**src/rtl/bcd_xs3_codec_serial.sv**
```systemverilog
// Multi-digit bidirectional BCD <-> excess-3 codec.
// Converts one 4-bit digit per clock between valid/ready handshakes.
module bcd_xs3_codec_serial #(
  parameter int NDIGITS = 4
) (
  input  logic                 clk,
  input  logic                 rst_n,
  input  logic                 in_valid,
  output logic                 in_ready,
  input  logic                 in_mode,
  input  logic [4*NDIGITS-1:0] in_data,
  output logic                 out_valid,
  input  logic                 out_ready,
  output logic [4*NDIGITS-1:0] out_data,
  output logic [NDIGITS-1:0]   out_err,
  output logic                 busy
);

  localparam int W  = 4 * NDIGITS;
  localparam int CW = (NDIGITS > 1) ? $clog2(NDIGITS) : 1;

  typedef enum logic [1:0] {
    IDLE,
    CONV,
    DONE
  } state_t;

  state_t          state;
  logic [W-1:0]    word;
  logic            mode;
  logic [CW-1:0]   cnt;
  logic [3:0]      cur_digit;
  logic [3:0]      conv_digit;
  logic            conv_err;

  assign in_ready  = (state == IDLE);
  assign out_valid = (state == DONE);
  assign busy      = !in_ready;

  // Invalid codes map to 4'hF with the error flag set.
  always_comb begin
    cur_digit  = word[4*cnt +: 4];
    conv_digit = 4'hF;
    conv_err   = 1'b1;
    if (!mode) begin
      if (cur_digit <= 4'd9) begin
        conv_digit = cur_digit + 4'd3;
        conv_err   = 1'b0;
      end
    end else begin
      if (cur_digit >= 4'd3 && cur_digit <= 4'd12) begin
        conv_digit = cur_digit - 4'd3;
        conv_err   = 1'b0;
      end
    end
  end

  always_ff @(posedge clk or negedge rst_n) begin
    if (!rst_n) begin
      state    <= IDLE;
      word     <= '0;
      mode     <= 1'b0;
      cnt      <= '0;
      out_data <= '0;
      out_err  <= '0;
    end else begin
      case (state)
        IDLE: begin
          if (in_valid) begin
            word    <= in_data;
            mode    <= in_mode;
            out_err <= '0;
            cnt     <= '0;
            state   <= CONV;
          end
        end
        CONV: begin
          out_data[4*cnt +: 4] <= conv_digit;
          out_err[cnt]         <= conv_err;
          if (cnt == CW'(NDIGITS - 1)) begin
            cnt   <= '0;
            state <= DONE;
          end else begin
            cnt <= cnt + 1'b1;
          end
        end
        DONE: begin
          // Result stays frozen until the consumer takes it.
          if (out_ready) state <= IDLE;
        end
        default: state <= IDLE;
      endcase
    end
  end

endmodule

```
**config.mk**
```make
export PLATFORM = sky130hd
export DESIGN_NAME = bcd_xs3_codec_serial
export DESIGN_NICKNAME = d
export VERILOG_FILES = /design/src/rtl/bcd_xs3_codec_serial.sv
export SDC_FILE = /design/constraint.sdc
export NUM_CORES = 1
export LEC_CHECK = 0
export ABC_AREA = 0
export ABC_CLOCK_PERIOD_IN_PS = 4300
export CORE_MARGIN = 10
export CORE_UTILIZATION = 50
export DETAILED_ROUTE_END_ITERATION = 10
export HOLD_SLACK_MARGIN = 0.02
export PLACE_DENSITY = 0.86
export SLEW_MARGIN = 25
export SYNTH_ARGS = -nofsm -noshare
export SYNTH_HDL_FRONTEND = slang
export SYNTH_SLANG_ARGS = --single-unit
```
**constraint.sdc**
```tcl
create_clock -name clk -period 4.3 [get_ports clk]
set_clock_uncertainty 0.1 [all_clocks]
set_input_delay 0.645 -clock clk [delete_from_list [all_inputs] [get_ports clk]]
set_output_delay 0.645 -clock clk [all_outputs]
set_load 0.01 [all_outputs]
```
==> run_results.csv <==
group,metric,value,unit
outcome,status,"finished clean",
sta,fin_crit_sh,65.2,%
sta,period_minus_slack,2800,ps
global_routing,antenna_found_initial,0,
synthesis,synth_cell_type_count,35,
floorplanning,die_h,83.3,um
setup_path,crit_path_end,"out_data[5]",
final_layout,fillers,282,
final_layout,drive_gt1_share,15.8,%
clocking,cts_tree,"done",
global_routing,grt_pass1_vias,1676,
place,placed_area,0.00246,mm2
final_layout,insertedDiodeCount,0,
final_layout,regArea,0.00103,mm2
global_routing,grt_remaining_overflow,0,
sta,timing.final.ws_setup,1500,ps
synthesis,synth_compound_area_share,15.1,%
clocking,cts_resized,0,
sta,fmax,357,MHz
synthesis,synth-seq-area-share,51.2,%
floorplanning,core_area,0.00377,mm2
setup_path,critPathTopFamily,"flip-flops",
sta,setup_viol,0,
route,final_antenna_net_count,0,
setup_path,rr_endpoint,"out_data[5]",
route,viasPerCell,5.85,
place,gp_congestion,0.826,
final_layout,stdcell_area,0.00254,mm2
route,finalWirelength,4.45,mm
floorplanning,dieArea,0.00693,mm2
floorplanning,initial_core_util,53.1,%
setup_path,slowest_delay,670,ps
synthesis,ys_warn_count,0,
min_path,hp-class,"in2async",
global_routing,grt_pass1_wl,7.80,mm
clocking,post_cts_buffers,0,
pwr,netSwitchingPower,0.849,mW
clocking,cts_buffers,5,
setup_path,crit_cells,7,
route,first_pass_iters,6,
setup_path,reg2reg_from,"cnt[0]",
clocking,clockRootBuffer,"clkbuf_8",
sta,worst_pin_slew,880,ps
pwr,power.sequential.fraction,33.4,%
place,hpwl,3.52,mm
synthesis,ys_seq_elements,41,
setup_path,end_kind,"flop",
clocking,path_clk_slew,70,ps
setup_path,cp.arrival,2880,ps
setup_path,required,4380,ps
floorplanning,io-pin-count,44,
pwr,leakagePower,1.10,nW
sta,rsz0062_at_grt,"false",
synthesis,syn_avg_cell_area,12.2,um2
synthesis,synth_top_area_share,51.2,%
setup_path,cpMostUsedCell,"inv_1",
route,post_drt_wl_per_cell,17.3,um
clocking,cts.sinks,41,
pwr,combPwrFrac,54.8,%
setup_path,critical_path.startpoint_type,"flop",
synthesis,syn_inst,164,
route,drt-initial-drc-count,154,
pwr,max-vdd-ir-drop,405,uV
final_layout,nets,239,
pwr,switching_share,40.7,%
clocking,clk_latency,290,ps
floorplanning,num_rows,22,
synthesis,synth_top_family_by_area,"compound AO/OA/AOI/OAI gates",
final_layout,syn2layout_area_growth,27.1,%
sta,finalHoldViolations,0,
final_layout,finish.utilization,67.5,%
place,port_buffers,43,
pwr,power_density,819,mW/mm2
synthesis,yosys-top-cells-area,"dfrtp_1 (51%), mux2_2 (9.0%), ha_1 (5.6%)",
floorplanning,die_w,83.3,um
setup_path,cpMaxStageDelayCell,"dfrtp_1",
sta,slew_violations,0,
synthesis,synth_fa_ha_area_share,5.63,%
setup_path,worst-setup-path-type,"reg2reg",
setup_path,reg2reg_depth,7,
route,route.detailed.drc,0,
pwr,p_total,2.08,mW
synthesis,synth.cell_area,0.00200,mm2
global_routing,groute.usage.overall,13.4,%
pwr,clock_power_share,11.7,%
sta,max-slew-margin-rel,41.3,%
synthesis,post-synth-top-count-cell,"dfrtp_1",
clocking,cts_buffer_depth,2,
setup_path,crit_buf_inv,2,
sta,finalSetupTns,0,ps
synthesis,synth_largest_area_cell,"dfrtp_1",
synthesis,synth_async_sr_flop_share,100,%
clocking,htree_levels,2,
setup_path,r2r_slack,1500,ps
synthesis,synthFlopType,"dfrtp_1",
synthesis,yosys.area_share.simple,10.6,%
place,dp_slack,1520,ps
final_layout,multi_input_area,917,um2
synthesis,syn_nets,194,
pwr,p_int,1.24,mW
clocking,hold_buffers,0,
run,maxCapViolCount,0,
setup_path,path_cells,"mux4_2 -> inv_1 -> ha_1 -> inv_1 -> and3_1 -> or4_4 -> a32o_1",
setup_path,cp-startpoint,"cnt[0]",
synthesis,yosys-top-cells-count,"dfrtp_1 (41), mux2_2 (16), nand2_1 (13), a22o_1 (11)",
synthesis,muxShareOfSynthArea,14.5,%
route,vias,1504,
synthesis,synth-edff-count,0,
synthesis,yosys.area_share.xor_xnor,0,%
setup_path,crit_path_max_fanout,13,
global_routing,grt_max_degree,42,
stage by stage:
stage,cells,hold slack [ps]
final,257,367
after floorplan,164,249
after global routing,257,415
after CTS,257,388
after global placement,250,376
after detailed placement,250,381
area by class of cell:
| cell class | count | share of cell area [%] |
|---|---|---|
| Clock buffer | 7 | 3.39 |
| Inverter | 8 | 1.18 |
| Multi-Input combinational cell | 110 | 36.0 |
| Sequential cell | 41 | 40.3 |
| Tap cell | 48 | 2.36 |
| Timing Repair Buffer | 43 | 16.7 |
metal layers:
metal  GRT usage, %  part of all wire [%]  vias up
li1               -                     -      705
met1           14.8                    42      732
met2           21.8                    49       60
met3           5.86                   7.8        7
met4           6.00                   2.0        0
met5              0                     0        -
how the worst min path moves through the flow:
stage / depth (start not counted) / slack, ps / startpoint / to
final: 1 / 370 / rst_n / out_data[10]
after global placement: 1 / 380 / out_data[5] / out_data[5]
after detailed placement: 2 / 380 / out_data[15] / out_data[15]
after floorplan: 0 / 250 / rst_n / cnt[0]
after global routing: 1 / 420 / out_data[13] / out_data[13]
after CTS: 1 / 390 / rst_n / state[1]
power by group through the flow:
| stage | clock, mW | sequential (mW) | combinational, mW |
|---|---|---|---|
| final | 0.244 | 0.697 | 1.14 |
| after global routing | 0.272 | 0.725 | 1.26 |
| after CTS | 0.254 | 0.699 | 1.14 |
| after detailed placement | 0 | 0.706 | 1.14 |
| after global placement | 0 | 0.691 | 1.08 |
| after floorplan | 0 | 0.685 | 0.781 |
kinds of logic (layout without fill, tap and decap cells):
family,Yosys count,after routing
simple gates,41,41
fa+ha+maj,9,9
mux,22,22
buf+inv,13,58
compound gates,38,38
flops,41,41
state kept, by name, indices dropped and copies added, names as in the netlist:
register / cells
cnt: 2
mode: 1
state: 2
word: 16
out_data: 16
out_err: 4
worst register-to-register path: cells and delay by family (launching register included):
| family | cells | cell delay [ps] |
|---|---|---|
| flops | 1 | 670 |
| buf+inv | 2 | 190 |
| fa+ha+maj | 1 | 220 |
| compound gates | 1 | 270 |
| simple gates | 2 | 590 |
| mux | 1 | 650 |
layout by cell type, fill, tap and decap left out, types with 2 or more instances in the layout:
cell,Yosys,layout
nand2_1,13,13
a31o_2,4,4
mux4_2,4,4
o21ai_0,2,2
clkbuf_8,0,6
a31oi_1,3,3
a22o_1,11,11
nor2_1,9,9
a32o_1,4,4
nor3_1,2,2
mux2i_1,2,2
clkdlybuf4s50_1,0,42
nor2b_1,3,3
a21oi_1,4,4
ha_1,9,9
or4_4,2,2
nand3b_1,2,2
inv_1,8,8
o21a_1,2,2
dfrtp_1,41,41
o41ai_1,2,2
nand4_1,2,2
o31ai_1,2,2
nand3_1,3,3
mux2_2,16,16
Power figures use the tool's default switching activity.
